## config.mk

```make
export PLATFORM = sky130hd
export DESIGN_NAME = crc_param_encoder
export DESIGN_NICKNAME = d
export VERILOG_FILES = /design/src/rtl/crc_pkg.sv /design/src/rtl/crc_lfsr_step.sv /design/src/rtl/crc_param_encoder.sv
export SDC_FILE = /design/constraint.sdc
export NUM_CORES = 1
export LEC_CHECK = 0
export CORE_ASPECT_RATIO = 1.1
export CORE_UTILIZATION = 45
export DETAILED_ROUTE_END_ITERATION = 8
export HOLD_SLACK_MARGIN = 0.08
export PLACE_DENSITY_LB_ADDON = 0.3
export SLEW_MARGIN = 15
export SYNTH_ARGS = -nofsm -noshare
export SYNTH_HDL_FRONTEND = slang
export SYNTH_SLANG_ARGS = --single-unit
export TNS_END_PERCENT = 1
```

## constraint.sdc

```tcl
create_clock -name clk -period 1.4 [get_ports clk]
set_clock_uncertainty 0.05 [all_clocks]
set_input_delay 0.21 -clock clk [delete_from_list [all_inputs] [get_ports clk]]
set_output_delay 0.21 -clock clk [all_outputs]
set_load 0.02 [all_outputs]
```

## src/rtl/crc_pkg.sv

```systemverilog
// ---------------------------------------------------------------------------
// crc_pkg
// Shared definitions for the parametrised CRC encoder:
//   - FSM state encodings (S_IDLE / S_SHIFT / S_DONE)
//   - default generator polynomial and LFSR seed
//   - crcSteps(): number of LFSR cycles needed to fold one payload word
// No ports (package).
// ---------------------------------------------------------------------------
package crc_pkg;

  localparam logic [1:0] S_IDLE  = 2'd0;
  localparam logic [1:0] S_SHIFT = 2'd1;
  localparam logic [1:0] S_DONE  = 2'd2;

  // x^4 + x + 1 with the implicit x^4 term dropped
  localparam logic [3:0] CRC_DEFAULT_POLY = 4'h3;
  localparam logic [3:0] CRC_DEFAULT_INIT = 4'h0;

  // Cycles spent in SHIFT for one word
  function automatic int crcSteps(input int dataW, input int bitsPerStep);
    return dataW / bitsPerStep;
  endfunction

endpackage

```

## src/rtl/crc_lfsr_step.sv

```systemverilog
// ---------------------------------------------------------------------------
// crc_lfsr_step
// Combinational fold of BITS_PER_STEP payload bits into a CRC register,
// MSB first, using a Galois-style LFSR update.
// Ports:
//   crc_i   in   CRC_W           current CRC value
//   bits_i  in   BITS_PER_STEP   payload bits, bits_i[BITS_PER_STEP-1] first
//   crc_o   out  CRC_W           CRC after folding all bits_i
// ---------------------------------------------------------------------------
module crc_lfsr_step
  import crc_pkg::*;
#(
  parameter int              CRC_W         = 4,
  parameter int              BITS_PER_STEP = 1,
  parameter logic [CRC_W-1:0] POLY         = CRC_W'(CRC_DEFAULT_POLY)
) (
  input  logic [CRC_W-1:0]         crc_i,
  input  logic [BITS_PER_STEP-1:0] bits_i,
  output logic [CRC_W-1:0]         crc_o
);

  // Unrolled chain: each bit sees the CRC left behind by the previous bit
  always_comb begin
    logic [CRC_W-1:0] crcAcc;
    logic             fb;
    crcAcc = crc_i;
    fb     = 1'b0;
    for (int i = BITS_PER_STEP - 1; i >= 0; i--) begin
      fb     = bits_i[i] ^ crcAcc[CRC_W-1];
      crcAcc = {crcAcc[CRC_W-2:0], 1'b0} ^ (fb ? POLY : '0);
    end
    crc_o = crcAcc;
  end

endmodule

```

## src/rtl/crc_param_encoder.sv

```systemverilog
// ---------------------------------------------------------------------------
// crc_param_encoder
// Accepts a payload + address on a write strobe, folds the payload through a
// CRC LFSR BITS_PER_STEP bits per cycle (MSB first), then presents
// {payload, crc} and the address to the memory write port with a one-cycle
// data_valid pulse.
// Optional feature macro: CRC_ENC_INBUF_EN adds a one-entry input buffer so
// a new word can be accepted while the current one is still being encoded.
// Ports:
//   clk         in   1              clock, rising edge
//   rst         in   1              asynchronous reset, active low
//   write       in   1              write request
//   data_in     in   DATA_W         payload
//   addr_in     in   ADDR_W         target address
//   busy        out  1              a write this cycle will be ignored
//   data_valid  out  1              data_out/addr_out valid (one-cycle pulse)
//   data_out    out  DATA_W+CRC_W   {payload, crc}
//   addr_out    out  ADDR_W         address of data_out
// ---------------------------------------------------------------------------
module crc_param_encoder
  import crc_pkg::*;
#(
  parameter int               DATA_W        = 8,
  parameter int               CRC_W         = 4,
  parameter logic [CRC_W-1:0] POLY          = CRC_W'(CRC_DEFAULT_POLY),
  parameter logic [CRC_W-1:0] CRC_INIT      = CRC_W'(CRC_DEFAULT_INIT),
  parameter int               ADDR_W        = 4,
  parameter int               BITS_PER_STEP = 1
) (
  input  logic                    clk,
  input  logic                    rst,
  input  logic                    write,
  input  logic [DATA_W-1:0]       data_in,
  input  logic [ADDR_W-1:0]       addr_in,
  output logic                    busy,
  output logic                    data_valid,
  output logic [DATA_W+CRC_W-1:0] data_out,
  output logic [ADDR_W-1:0]       addr_out
);

  localparam int STEPS = crcSteps(DATA_W, BITS_PER_STEP);
  localparam int CNT_W = $clog2(STEPS + 1);

  if ((DATA_W % BITS_PER_STEP) != 0) begin : g_bad_step
    $error("BITS_PER_STEP must divide DATA_W");
  end

  logic [1:0]              state_q, state_d;
  logic [CNT_W-1:0]        cnt_q;
  logic [CRC_W-1:0]        crc_q;
  logic [DATA_W-1:0]       data_q;
  logic [DATA_W-1:0]       shift_q;
  logic [ADDR_W-1:0]       addr_q;
  logic                    valid_q;
  logic [DATA_W+CRC_W-1:0] dataOut_q;
  logic [ADDR_W-1:0]       addrOut_q;
  logic [CRC_W-1:0]        crcNext;

  logic                    load;
  logic [DATA_W-1:0]       loadData;
  logic [ADDR_W-1:0]       loadAddr;

  crc_lfsr_step #(
    .CRC_W        (CRC_W),
    .BITS_PER_STEP(BITS_PER_STEP),
    .POLY         (POLY)
  ) u_step (
    .crc_i (crc_q),
    .bits_i(shift_q[DATA_W-1 -: BITS_PER_STEP]),
    .crc_o (crcNext)
  );

`ifdef CRC_ENC_INBUF_EN
  logic              bufValid_q;
  logic [DATA_W-1:0] bufData_q;
  logic [ADDR_W-1:0] bufAddr_q;
  logic              bufCapture;
  logic              bufRelease;
`endif

  // Next-state logic. 'load' starts a new word from whichever source
  // (host write or buffered word) is selected for this cycle.
  always_comb begin
    state_d  = state_q;
    load     = 1'b0;
    loadData = data_in;
    loadAddr = addr_in;
`ifdef CRC_ENC_INBUF_EN
    bufCapture = 1'b0;
    bufRelease = 1'b0;
`endif
    case (state_q)
      S_IDLE: begin
        if (write) load = 1'b1;
      end
      S_SHIFT: begin
        if (cnt_q == CNT_W'(STEPS - 1)) state_d = S_DONE;
`ifdef CRC_ENC_INBUF_EN
        if (write && !bufValid_q) bufCapture = 1'b1;
`endif
      end
      S_DONE: begin
`ifdef CRC_ENC_INBUF_EN
        // Buffered word has priority; a write now is ignored (busy is high)
        if (bufValid_q) begin
          load       = 1'b1;
          loadData   = bufData_q;
          loadAddr   = bufAddr_q;
          bufRelease = 1'b1;
        end else if (write) begin
          load = 1'b1;
        end else begin
          state_d = S_IDLE;
        end
`else
        state_d = S_IDLE;
`endif
      end
      default: state_d = S_IDLE;
    endcase
    if (load) state_d = S_SHIFT;
  end

  // Word registers and LFSR. The shift copy feeds the step from its MSB
  // end so the original payload stays intact for data_out.
  always_ff @(posedge clk or negedge rst) begin
    if (!rst) begin
      state_q <= S_IDLE;
      cnt_q   <= '0;
      crc_q   <= '0;
      data_q  <= '0;
      shift_q <= '0;
      addr_q  <= '0;
    end else begin
      state_q <= state_d;
      if (load) begin
        data_q  <= loadData;
        shift_q <= loadData;
        addr_q  <= loadAddr;
        crc_q   <= CRC_INIT;
        cnt_q   <= '0;
      end else if (state_q == S_SHIFT) begin
        crc_q   <= crcNext;
        shift_q <= shift_q << BITS_PER_STEP;
        cnt_q   <= cnt_q + CNT_W'(1);
      end
    end
  end

  // Output registers: only DONE updates them, so they hold between words
  always_ff @(posedge clk or negedge rst) begin
    if (!rst) begin
      valid_q   <= 1'b0;
      dataOut_q <= '0;
      addrOut_q <= '0;
    end else begin
      valid_q <= (state_q == S_DONE);
      if (state_q == S_DONE) begin
        dataOut_q <= {data_q, crc_q};
        addrOut_q <= addr_q;
      end
    end
  end

`ifdef CRC_ENC_INBUF_EN
  always_ff @(posedge clk or negedge rst) begin
    if (!rst) begin
      bufValid_q <= 1'b0;
      bufData_q  <= '0;
      bufAddr_q  <= '0;
    end else if (bufRelease) begin
      bufValid_q <= 1'b0;
    end else if (bufCapture) begin
      bufValid_q <= 1'b1;
      bufData_q  <= data_in;
      bufAddr_q  <= addr_in;
    end
  end

  assign busy = bufValid_q;
`else
  assign busy = (state_q != S_IDLE);
`endif

  assign data_valid = valid_q;
  assign data_out   = dataOut_q;
  assign addr_out   = addrOut_q;

endmodule
```

Yosys cells after proc, flatten, opt, wreduce, memory -nomap -nowiden
Cells that the tools add are included.

word-level totals
  bits of input ports = 15
  output and inout bits = 18
  bits in registers = 47

cells by class
  muxes and demuxes = 12
  bitwise gates (word level) = 2
  reduce and logical (&&, ||, !) cells = 4
  add/sub/neg operators = 1
  eq/ne operators = 5

operators by type and width
  operator               number
  $mux W4                4
  $mux W8                2
  $mux W2                3
  $add A4 B1 Y4 const B  1
  $eq A4 B3 Y1 const B   1
  $pmux W2 S2            1
  $reduce_bool A2 Y1     2
  $xor A4 B4 Y4          1
  $ne A3 B3 Y1 const B   1
  $eq A2 B1 Y1 const B   1
  $eq A2 B2 Y1 const B   1
  $logic_not A2 Y1       1
  $mux W1                2
  $ne A2 B2 Y1 const B   1
  $reduce_and A2 Y1      1
  $xor A1 B1 Y1          1

Longest topological paths before layout
  depth in word-level cells = 5
  gate-level depth with buffers = 4
  mapped depth without buffers = 4

Hierarchy
Synthesis repeated with hierarchy kept, for this count alone.

unflattened totals
  cell total of the unflattened synthesis = 161
  area, all modules = 1895.6 µm²

modules (own cells, without submodules)
  module             seq. area each (µm²)  cells an instance  instances  area an instance (µm²)
  crc_param_encoder  1176.1                157                1          1848.0
  crc_lfsr_step      0.0                   4                  1          47.5

Worst setup path after synthesis
No wires, ideal clock.

  path kind = register -> register
  from = register state_q[0]
  to = register dataOut_q[10] (netlist: data_out[10])
  buffers on the path = 2
  arrival = 1.120 ns
  library setup time = 0.125 ns
  required time = 1.225 ns
  slack = 0.105 ns
  stages on the path, launching flop included = 5
  clock period less this slack = 1.295 ns
  path through = dfrtp_1 nor2b_1 buf_4 buf_6 mux2_4

between the ends
  cells in the longest elaborated chain, start to end = 1

RTL lines
  element                   RTL line                  source
  start: declaration        crc_param_encoder.sv:48   logic [1:0] state_q, state_d;
  start signal: assignment  crc_param_encoder.sv:135  state_q <= state_d;
  $eq A2 B2 Y1              crc_param_encoder.sv:158  if (state_q == S_DONE) begin
  end signal: assignment    crc_param_encoder.sv:159  dataOut_q <= {data_q, crc_q};
  end: declaration          crc_param_encoder.sv:55   logic [DATA_W+CRC_W-1:0] dataOut_q;

No other way between the ends.
A chain may end at the register's enable or synchronous reset.

Worst setup path after layout
  from = register state_q[1]
  to = output port busy

between the ends
  cells in the longest elaborated chain, start to end = 1

RTL lines
  element             RTL line                  source
  $reduce_bool A2 Y1  crc_param_encoder.sv:182  assign busy = (state_q != S_IDLE);
  end: declaration    crc_param_encoder.sv:35   output logic busy,

No other way between the ends.

==> metrics.md <==
| Metric | Value |
|---|---|
| Status | `completed` |
| Vias per cell | `between 5 and 6` |
| CTS sink cnt | `47` |
| CORE AREA | `between 4000 and 5000 µm²` |
| Post-Synthesis Cells | `between 150 and 200` |
| Total Routing Usage GR | `18.8%` |
| Pin count of the biggest net entering global routing | `31` |
| Period minus WS final | `between 1 and 1.5 ns` |
| Worst hold path class | `primary input to asynchronous set/reset pin` |
| Routed Antenna Nets | `0` |
| Register area | `around 1200 µm²` |
| Clock root cell | `clkbuf_8` |
| Detailed Route WL | `roughly 3700 µm` |
| Die area | `4500 µm²` |
| Worst-Skew Late Latency | `around 0.30 ns` |
| Compound-Gate Fraction of Synth Area | `between 3 and 4%` |
| IO Port Bufs | `32` |
| DP Area | `~2300 µm²` |
| Post-synthesis simple-gate area fraction | `approximately 15%` |
| Final setup fails | `0` |
| DR pass1 iterations | `4` |
| Crit path kind | `register to output pin` |
| PD cells | `2160 nW/µm²` |
| Crit path max fanout | `2` |
| Final instance area | `2470 µm²` |
| Initial Util | `between 40% and 50%` |
| Starting DRC count in detailed routing | `18` |
| Yosys Warn Count | `0` |
| Syn_area_per_cell | `around 12 µm²` |
| Sequential-to-total area share from yosys stat | `around three fifths` |
| Rel. slew slack | `around 72%` |
| Highest clock rate | `0.725 GHz` |
| CP Capture Type | `output pin` |
| Diodes inserted | `0` |
| H-tree depth | `2` |
| Worst hold slack | `between 0.3 and 0.4 ns` |
| Syn Nets | `about 170` |
| Post-synthesis adder-cell area fraction | `less than 1%` |
| DR WL/cell | `roughly 14 µm` |
| Setup crit start kind | `register` |
| Worst EP required | `1.14 ns` |
| Multiplexer share of the synthesized area | `about 15%` |
| First-pass GRT wire length | `~6200 µm` |
| Final worst setup slack | `between 0.02 and 0.025 ns` |
| FF-to-FF setup slack | `roughly 0.020 ns` |
| Vias in the first global route | `~1300` |
| CTS tree | `built` |
| Num ports | `33` |
| WP data arrival | `1.12 ns` |
| Reg clk slew, reported paths | `around 0.080 ns` |
| Yosys reg bits | `47` |
| Die span in x | `~64 µm` |
| Nets | `roughly 220` |
| Tcrit/Tclk final | `98.6%` |
| Slew @ Worst Pin | `a little over 0.4 ns` |
| Synthesized area | `1900 µm²` |
| Leakage power | `approximately 0.0012 µW` |
| Peak supply drop | `0.000889 V` |
| GP Congestion | `just under 0.8` |
| Layout area overhead | `29.7%` |
| Post-synthesis xor/xnor area fraction | `less than 1%` |
| Distinct cells, synth | `25` |
| Max_cap viols | `0` |
| Setup WS pre-CTS | `-0.171 ns` |
| Std cell rows | `24` |
| Total grt overflow | `0` |
| Combinational family with the most area after synthesis | `multiplexers` |
| Initial antenna violation count | `0` |
| Die height | `between 70 and 80 µm` |
| CTS Buf Count | `5` |
| DRC | `0` |
| RSZ-0062 raised after global routing | `yes` |
| Final Hold Fails | `0` |
| Max Buffers Root-to-Sink | `2` |
| Fillers | `333` |
| Fraction of layout cells with a size suffix above 1 | `between 15 and 20%` |
| Dpl hpwl | `around 2500 µm` |
| Routed via count | `approximately 1300` |
| Max Slew Vio Count | `0` |
| Most frequent cells in the layout | `47 x nand2_1, 47 x dfrtp_1, 17 x dlygate4sd2_1` |
| Multi-input logic area | `approximately 700 µm²` |
[registers in the layout, indices dropped and copies added, names as in the netlist]
signal / flops
shift_q: 8
addr_out: 4
state_q: 2
data_q: 8
addr_q: 4
data_valid: 1
crc_q: 4
data_out: 12
cnt_q: 4
[metal layers]
metal  vias up  global-route usage [%]  part of all wire [%]
li1        620                       -                     -
met1       635                    22.8                    43
met2        24                    31.2                    52
met3         7                    5.39                   4.0
met4         0                    7.58                   1.7
met5         -                       0                     0
[critical path, cell delays in order (launching register included)]
cell and delay [ns]:
dfrtp_1 0.38, or2_2 0.29, buf_2 0.16
[cell type report]
type                            instances  area share (%)
Clock buffer                            6            2.94
Clock inverter                          1            1.22
Multi-Input combinational cell        104            28.3
Sequential cell                        47            47.6
Tap cell                               52            2.63
Timing Repair Buffer                   45            17.3
[cells in the mapped netlist]
cell	number	area (µm²)
dfrtp_1	47	1180
nand2_1	47	176
mux2_4	9	135
mux2i_1	8	80.1
o21ai_1	8	40.0
mux2_1	7	78.8
nand3_1	6	30.0
buf_2	5	25.0
buf_6	2	22.5
nor2b_1	2	12.5
nor3b_1	2	15.0
o21ai_0	2	10.0
a221o_1	1	10.0
a22o_1	1	8.76
and2b_4	1	10.0
buf_4	1	7.51
ha_1	1	12.5
nand2b_1	1	6.26
nand4_1	1	6.26
nor2_1	1	3.75
nor3_1	1	5.00
or2_2	1	6.26
or3b_1	1	8.76
xnor2_1	1	8.76
xor2_1	1	8.76
[through the flow]
step	util, %	cells	setup TNS [ns]	total power [µW]
after floorplan	-	158	0	3650
after global placement	57.8	244	-2.41	4400
after detailed placement	57.8	244	-3.23	4510
after CTS	60.0	252	-0.0608	5310
after global routing	61.4	255	-0.0905	5730
final	61.4	255	0	5340
[cell families after synthesis]
logic type / Yosys count
xor gates and xnor gates: 2
and+or+nand+nor: 64
buffers and inverters: 8
muxes: 24
adders and majority gates: 1
AOI/OAI and AO/OA: 12
DFF: 47
[power breakdown]
part           internal, µW  switching, µW  leakage (µW)  total (µW)
sequential             1960            365      0.000590        2320
combinational          1010           1070      0.000607        2080
clock                   523            415     0.0000513         939
[what timing repair did]
action,4_1_cts,5_1_grt
hold endpoints to repair,17,0
gates cloned,0,2
setup buffers,0,1
hold buffers,1,0
resized for setup,22,10
endpoints found under the setup margin,23,40
[worst paths after layout]
check	startpoint	to	cells after the start
setup / recovery	state_q[1]$_DFFE_PN0P_	busy	2
hold / removal	rst	data_out[0]$_DFFE_PN0P_	2
setup reg to reg	state_q[1]$_DFFE_PN0P_	crc_q[1]$_DFFE_PN0P_	5
hold reg to reg	data_q[7]$_DFFE_PN0P_	data_q[7]$_DFFE_PN0P_	2
max in group asynchronous	rst	shift_q[0]$_DFFE_PN0P_	3
min in group clk	addr_in[3]	addr_q[3]$_DFFE_PN0P_	3
Power figures use the tool's default switching activity.
